--- config.mk ---
export PLATFORM = sky130hd
export DESIGN_NAME = sweep_ctrl
export DESIGN_NICKNAME = d
export VERILOG_FILES = /design/src/rtl/sweep_pkg.sv /design/src/rtl/sweep_dwell_timer.sv /design/src/rtl/sweep_ctrl.sv
export SDC_FILE = /design/constraint.sdc
export NUM_CORES = 1
export LEC_CHECK = 0
export ABC_AREA = 1
export CAP_MARGIN = 20
export CELL_PAD_IN_SITES_DETAIL_PLACEMENT = 0
export CELL_PAD_IN_SITES_GLOBAL_PLACEMENT = 1
export CORE_MARGIN = 2
export CORE_UTILIZATION = 41
export CTS_BUF_LIST = sky130_fd_sc_hd__clkbuf_2
export DETAILED_ROUTE_END_ITERATION = 8
export PLACE_DENSITY = 0.85
export SLEW_MARGIN = 10
export SYNTH_ARGS = -nofsm -noshare
export SYNTH_HDL_FRONTEND = slang
export SYNTH_SLANG_ARGS = --single-unit
--- constraint.sdc ---
create_clock -name clk -period 4.4 [get_ports clk]
set_clock_uncertainty 0.2 [all_clocks]
set_input_delay 0.88 -clock clk [delete_from_list [all_inputs] [get_ports clk]]
set_output_delay 0.88 -clock clk [all_outputs]
set_load 0.005 [all_outputs]
--- src/rtl/sweep_pkg.sv ---
// Shared types and default widths for the frequency-sweep sequencer.
package sweep_pkg;
   localparam int SWEEP_WIDTH   = 8;
   localparam int SWEEP_DWELL_W = 16;

   typedef enum logic [1:0] {IDLE, RUN, DONE} sweep_state_t;
endpackage

--- src/rtl/sweep_dwell_timer.sv ---
// Dwell down-counter: reloaded at each step, 'last' marks the final cycle of the dwell.
module sweep_dwell_timer
   import sweep_pkg::*;
#(
   parameter int DWELL_W = SWEEP_DWELL_W
) (
   input  logic               clk,
   input  logic               rst,
   input  logic               load,
   input  logic [DWELL_W-1:0] dwell,
   output logic               last
);

   logic [DWELL_W-1:0] count;

   // A zero dwell behaves as one cycle, so both reload to zero remaining.
   always_ff @(posedge clk) begin
      if (rst)
         count <= '0;
      else if (load)
         count <= (dwell == '0) ? '0 : dwell - 1'b1;
      else if (count != '0)
         count <= count - 1'b1;
   end

   assign last = (count == '0);

endmodule

--- src/rtl/sweep_ctrl.sv ---
// Frequency-sweep sequencer driving the sine generator's enable and phase increment.
// Optional ping-pong (up/down) sweeping is built only when SWEEP_PINGPONG_EN is defined.
module sweep_ctrl
   import sweep_pkg::*;
#(
   parameter int WIDTH   = SWEEP_WIDTH,
   parameter int DWELL_W = SWEEP_DWELL_W
) (
   input  logic               clk,
   input  logic               rst,
   input  logic               start,
   input  logic               abort,
   input  logic [WIDTH-1:0]   cfg_start,
   input  logic [WIDTH-1:0]   cfg_stop,
   input  logic [WIDTH-1:0]   cfg_step,
   input  logic [DWELL_W-1:0] cfg_dwell,
   input  logic               cfg_loop,
   input  logic               cfg_pingpong,
   output logic               sg_en,
   output logic [WIDTH-1:0]   sg_incr,
   output logic               busy,
   output logic               done
);

   sweep_state_t       state, state_nxt;
   logic [WIDTH-1:0]   start_q, stop_q, step_q, incr_nxt;
   logic [DWELL_W-1:0] dwell_q;
   logic               loop_q;
   logic               en_nxt, busy_nxt, done_nxt;
   logic               accept, last, timer_load, stop_run;
   logic               pp_q, down_q, down_nxt;
   logic [WIDTH:0]     up_sum, dn_diff;
   logic               dn_under;

   assign accept = (state == IDLE) && start;

   // One extra bit so an overflowing sum compares above stop instead of wrapping.
   assign up_sum   = {1'b0, sg_incr} + {1'b0, step_q};
   assign dn_diff  = {1'b0, sg_incr} - {1'b0, step_q};
   assign dn_under = dn_diff[WIDTH] || (dn_diff[WIDTH-1:0] < start_q);

   always_ff @(posedge clk) begin
      if (rst) begin
         start_q <= '0;
         stop_q  <= '0;
         step_q  <= '0;
         dwell_q <= '0;
         loop_q  <= 1'b0;
      end else if (accept) begin
         start_q <= cfg_start;
         stop_q  <= cfg_stop;
         step_q  <= cfg_step;
         dwell_q <= cfg_dwell;
         loop_q  <= cfg_loop;
      end
   end

`ifdef SWEEP_PINGPONG_EN
   always_ff @(posedge clk) begin
      if (rst) begin
         pp_q   <= 1'b0;
         down_q <= 1'b0;
      end else begin
         if (accept)
            pp_q <= cfg_pingpong;
         down_q <= down_nxt;
      end
   end
`else
   logic unused_pp;
   assign pp_q      = 1'b0;
   assign down_q    = 1'b0;
   assign unused_pp = ^{cfg_pingpong, down_nxt, dn_under};
`endif

   sweep_dwell_timer #(.DWELL_W(DWELL_W)) u_timer (
      .clk   (clk),
      .rst   (rst),
      .load  (timer_load),
      .dwell (accept ? cfg_dwell : dwell_q),
      .last  (last)
   );

   always_comb begin
      state_nxt  = state;
      incr_nxt   = sg_incr;
      en_nxt     = sg_en;
      busy_nxt   = busy;
      done_nxt   = 1'b0;
      down_nxt   = down_q;
      timer_load = 1'b0;
      stop_run   = 1'b0;
      unique case (state)
         IDLE: begin
            if (start) begin
               state_nxt  = RUN;
               incr_nxt   = cfg_start;
               en_nxt     = 1'b1;
               busy_nxt   = 1'b1;
               down_nxt   = 1'b0;
               timer_load = 1'b1;
            end
         end
         RUN: begin
            if (abort) begin
               state_nxt = IDLE;
               en_nxt    = 1'b0;
               busy_nxt  = 1'b0;
            end else if (last) begin
               timer_load = 1'b1;
               if (pp_q && down_q) begin
                  if (!dn_under)
                     incr_nxt = dn_diff[WIDTH-1:0];
                  else if (loop_q) begin
                     down_nxt = 1'b0;
                     incr_nxt = up_sum[WIDTH-1:0];
                  end else
                     stop_run = 1'b1;
               end else if (up_sum <= {1'b0, stop_q})
                  incr_nxt = up_sum[WIDTH-1:0];
               else if (pp_q) begin
                  down_nxt = 1'b1;
                  incr_nxt = dn_diff[WIDTH-1:0];
               end else if (loop_q)
                  incr_nxt = start_q;
               else
                  stop_run = 1'b1;
               if (stop_run) begin
                  state_nxt = DONE;
                  en_nxt    = 1'b0;
                  busy_nxt  = 1'b0;
                  done_nxt  = 1'b1;
               end
            end
         end
         DONE:    state_nxt = IDLE;
         default: state_nxt = IDLE;
      endcase
   end

   always_ff @(posedge clk) begin
      if (rst) begin
         state   <= IDLE;
         sg_en   <= 1'b0;
         sg_incr <= '0;
         busy    <= 1'b0;
         done    <= 1'b0;
      end else begin
         state   <= state_nxt;
         sg_en   <= en_nxt;
         sg_incr <= incr_nxt;
         busy    <= busy_nxt;
         done    <= done_nxt;
      end
   end

endmodule

* Word-level counts from Yosys, hierarchy flattened
Index checks and enable logic that the tools add are counted.
** Storage, ports and cells
- Register bits :: 69
- Input port bits :: 46
** Operators by class
- $add $sub $neg :: 3
- $lt $le $gt $ge :: 1
- Equality and inequality tests :: 7
- Muxes and demuxes :: 30
- Bitwise gates (word level) :: 2
- Reductions and logical operators :: 11
** Operator list (count)
- $mux 16 :: 4
- $mux 8 :: 5
- $logic_not 16->1 :: 2
- $sub 16x1->16 const B :: 2
- $pmux 8 s2 :: 1
- $reduce_bool 16->1 :: 1
- $mux 1 :: 13
- $add 8x8->9 :: 1
- $le 9x8->1 :: 1
- $ne 3x3->1 const B :: 3
- $mux 2 :: 4
- $ne 2x2->1 const B :: 3
- $reduce_and 5->1 :: 1
- $pmux 1 s2 :: 2
- $pmux 2 s2 :: 1
- $reduce_and 4->1 :: 1
- $reduce_bool 2->1 :: 2
- $reduce_or 4->1 :: 1
- $reduce_and 3->1 :: 1
- $eq 2x1->1 const B :: 1
- $logic_not 2->1 :: 1
- $not 1->1 :: 2
- $logic_and 1x1->1 :: 1

* Longest topological paths before layout
- Word-level depth :: 10
- Depth in mapped cells :: 22
- Gate-level depth less buffers :: 22

* By module
A second synthesis with hierarchy kept.
** Unflattened totals
- Cell total of the unflattened synthesis :: 652
- Area, all modules :: 4242.8 um^2
** By module, submodules not included
- sweep_ctrl :: times used 1, cells each 389, area an instance 2742.6 um^2, seq. area each 1061.0 um^2
- sweep_dwell_timer :: times used 1, cells each 263, area an instance 1500.2 um^2, seq. area each 320.3 um^2

* Worst setup path after synthesis
OpenSTA, ideal clock, no wires.
- Path kind :: reg-to-reg
- From :: reg sg_incr[0]
- To :: reg sg_incr[1]
- Library setup time :: 0.117 ns
- Arrival :: 2.864 ns
- Required time :: 4.083 ns
- Slack :: 1.219 ns
- Cell stages (with the launch flop) :: 22
- Clock period less this slack :: 3.181 ns
- Cell sequence :: dfxtp_1 > ha_1 > inv_1 > fa_1 > nand3b_1 > nand2_1 > a21oi_1 > xor2_1 > inv_1 > ha_1 > a21o_1 > a21oi_1 > nand2_1 > nand2_1 > nand2_1 > nand2_1 > nand2_1 > buf_2 > nand2_1 > o21ai_0 > a21oi_1 > nor2_1
** Between the ends
- Word-level cells in the longest chain between the ends :: 6
- Elaborated cells on any way between the ends :: 8
** RTL lines
- start, declared :: RTL line sweep_ctrl.sv:20 : output logic [WIDTH-1:0] sg_incr,
- start signal, assigned :: RTL line sweep_ctrl.sv:151 : sg_incr <= incr_nxt;
- $add 8x8->9 * :: RTL line sweep_ctrl.sv:38 : assign up_sum = {1'b0, sg_incr} + {1'b0, step_q};
- $le 9x8->1 :: RTL line sweep_ctrl.sv:119 : end else if (up_sum <= {1'b0, stop_q})
- $mux 8 :: RTL line sweep_ctrl.sv:119
- $mux 8 :: RTL line sweep_ctrl.sv:109 : end else if (last) begin
- $mux 8 :: RTL line sweep_ctrl.sv:105 : if (abort) begin
- $pmux 8 s2 :: RTL line sweep_ctrl.sv:93 : unique case (state)
Mark *: on every way between the ends. The rest lies on a longest branch, timed or not. The select of a mux whose other input is x is not followed.
A chain may end at the register's enable or synchronous reset.

* Final worst setup path
- From :: reg sg_incr[0]
- To :: reg sg_incr[0]
Same word-level chain as after synthesis.

==> flow_summary.toml <==
[yosys]
ys_ff_latch = 69
yosys.area_share.xor_xnor_pct = 4.54
synth.top_cells.by_area = "dfxtp_1 (34%), nand2_1 (8.1%), o21ai_0 (7.4%), nor2_1 (7.1%), inv_1 (6.1%)"
synth_edf_count = 0
synth_top_area_share_pct = 34.1
yosys.area_share.adder_pct = 6.36
syn_inst = 561
synth_async_sr_flop_share_pct = 0
synth.avg_cell_area_um2 = 7.23
ys_seq_area_share_pct = 34.1
yosysTopAreaCell = "dfxtp_1"
muxShareOfSynthArea_pct = 0
synth_cell_type_count = 44
synthesis.nets = 627
synth_top_family_by_area = "simple AND/OR/NAND/NOR gates"
yosysWarnings = 0
synth-simple-area-share_pct = 25.6
yosys-top-cells-count = "nand2_1 (88), nor2_1 (77), dfxtp_1 (69)"
synth_area_um2 = 4050
synth_compound_area_share_pct = 20.4
synth_ff_type = "dfxtp_1"
yosysMostFrequentCell = "nand2_1"

[global_route]
met1_usage_pct = 29.8
grt-busiest-layer = "met1"
grtUsageMet3_pct = 3.56
grt_pass1_wl_um = 16200
grt_max_degree = 44
grt_antenna_before_repair = 0
grt_usage_pct = 19.4
first_global_vias = 3320
met2_usage_pct = 27.3
grt_remaining_overflow = 0

[timing]
period_needed_ns = 3.83
finalMaxSlewViolations = 0
setup_violations = 0
rsz0062_at_grt = "false"
worst_slew_pin_slew_ns = 0.688
finalHoldViolations = 0
finalCritPeriodShare_pct = 87.1
fmax_mhz = 261
slew_headroom_pct = 54.0
finalSetupTns_ns = 0

[worst_setup_path]
critPathLaunchType = "flop"
crit_fanout = 19
cp_data_arrival_time_ns = 4.02
crit_type = "flop to flop"
endpoint_kind = "flop"
cp.required_ns = 4.59

[route]
wl_um = 9600
via_count = 3649
vias_per_cell = 4.87
ant_nets = 0
drt_iter0_drc = 131
first_pass_iters = 5
avgRoutedWirePerCell_um = 12.8
drc_errors = 0

[power_and_ir_drop]
p_total_mw = 2.10
leakage_nw = 2.08
ir_drop_v = 0.000168
cellPowerDensity_nw_per_um2 = 439

[placed_design]
place_hpwl_um = 7010
placed_area_um2 = 4700
routabilityCongestion = 0.921
io_buffers = 55

[hold_path]
hold_class = "flop to flop"

[finish]
syn_to_final_growth_pct = 17.9
fillers = 947
nets = 678
final_util_pct = 49.4
design_area_um2 = 4780
multiInputGateArea_um2 = 2310
n_antenna_cell = 0
register_area_um2 = 1380
drive_above_1_share_pct = 10.5

[floorplan]
fp.dieH_um = 103
dieArea_um2 = 10700
core_um2 = 9680
fp.dieW_um = 103
initial_core_util_pct = 41.9
ios = 57
row_count = 36

[clocking]
ctsHtreeMaxLevel = 3
cts_tree = "done"
cts-root-buf = "clkbuf_2"
cts_hold_buf = 0
cts_buffer_depth = 2
ctsResizeCount = 0
clkTransAtPathRegs_ns = 0.22
numCtsBuffers = 9
cts_sinks = 69
clkLatencyLatePin_ns = 0.50
post-cts-setup-buffer-count = 0

[job]
maxCapViolations = 0

[outcome]
status = "completed"
-- per-stage QoR --
stage          hold WS [ns]  worst slack (ns)  instances
5_1_grt               0.291             0.117        750
3_5_place_dp          0.246             0.622        734
6_report              0.268             0.570        750
4_1_cts               0.272             0.577        750
3_3_place_gp          0.241             0.643        734
2_1_floorplan         0.222              1.22        561
-- cell usage in the layout, fill, tap and decap left out, types with 2 or more instances in the layout --
cell / netlist / layout
xnor2_1: 9 / 9
nand3_2: 2 / 2
nor4_1: 2 / 2
nand3b_1: 3 / 3
a21o_1: 2 / 2
or2_1: 4 / 4
nand2_2: 5 / 5
inv_1: 66 / 66
nand2_1: 88 / 88
o21ai_1: 2 / 2
clkbuf_2: 0 / 10
dfxtp_1: 69 / 69
o21ai_0: 60 / 60
nor2_1: 77 / 77
clkinv_2: 0 / 3
inv_2: 2 / 2
clkdlybuf4s50_1: 0 / 55
clkinv_1: 0 / 2
o21ai_4: 5 / 5
xor2_1: 12 / 12
nor3_1: 3 / 3
nand2_4: 3 / 3
buf_4: 1 / 4
nand3_1: 18 / 18
or2_2: 3 / 3
a21oi_2: 7 / 7
nor2_4: 3 / 3
nor2_2: 3 / 3
a21oi_1: 45 / 45
o21ai_2: 8 / 8
ha_1: 19 / 19
a31oi_1: 4 / 4
nand4_1: 7 / 7
-- worst max-delay path, stage by stage, from the launching register on --
cell	delay, ns
dfxtp_1	0.40
ha_1	0.18
inv_1	0.05
fa_1	0.38
nand3b_1	0.17
nand2_1	0.13
a21oi_1	0.09
xor2_1	0.14
inv_1	0.07
ha_1	0.29
a21o_1	0.19
a21oi_1	0.11
nand2_1	0.06
nand2_1	0.05
nand2_1	0.04
nand2_1	0.05
nand2_1	0.40
nand2_1	0.17
nand2_1	0.24
a21oi_1	0.21
a21oi_1	0.08
-- cell families after synthesis --
logic type	after synthesis
AOI/OAI and AO/OA	137
xor gates and xnor gates	21
adders and majority gates	20
buffers and inverters	88
DFF	69
and+or+nand+nor	226
-- where the power goes --
| part | internal (mW) | leakage (nW) | total [mW] | switching, mW |
|---|---|---|---|---|
| registers | 0.729 | 0.571 | 0.805 | 0.0764 |
| logic | 0.392 | 1.46 | 0.998 | 0.606 |
| clock network | 0.0701 | 0.0565 | 0.297 | 0.227 |
| total | 1.19 | 2.08 | 2.10 | 0.909 |
-- cell type report --
type	count	area share, %
Clock buffer	10	1.05
Clock inverter	6	0.628
Multi-Input combinational cell	404	48.3
Tap cell	133	3.48
Inverter	69	5.47
Timing Repair Buffer	59	12.1
Sequential cell	69	28.9
-- registers in the layout, summed over array words and instances (netlist names), 2 cells and up --
register / flops
stop_q: 8
dwell_q: 16
step_q: 8
sg_incr: 8
u_timer.count: 16
state: 2
start_q: 8
-- path summary, 6_finish.rpt --
| kind | from | end | slack [ns] | cells past startpoint |
|---|---|---|---|---|
| worst min-delay path | start_q[5] | start_q[5] | 0.27 | 2 |
| worst max-delay path | sg_incr[0] | sg_incr[0] | 0.57 | 20 |
| worst max register to register | sg_incr[0] | sg_incr[0] | 0.57 | 20 |
| worst min register to register | start_q[5] | start_q[5] | 0.27 | 2 |
-- layer usage --
metal | routed length [um] | part of all wire, %
met5 | 0 | 0
met4 | 93 | 0.97
met3 | 295 | 3.1
met2 | 4080 | 43
met1 | 5130 | 53
No activity file was read; power rests on OpenSTA's default activity.
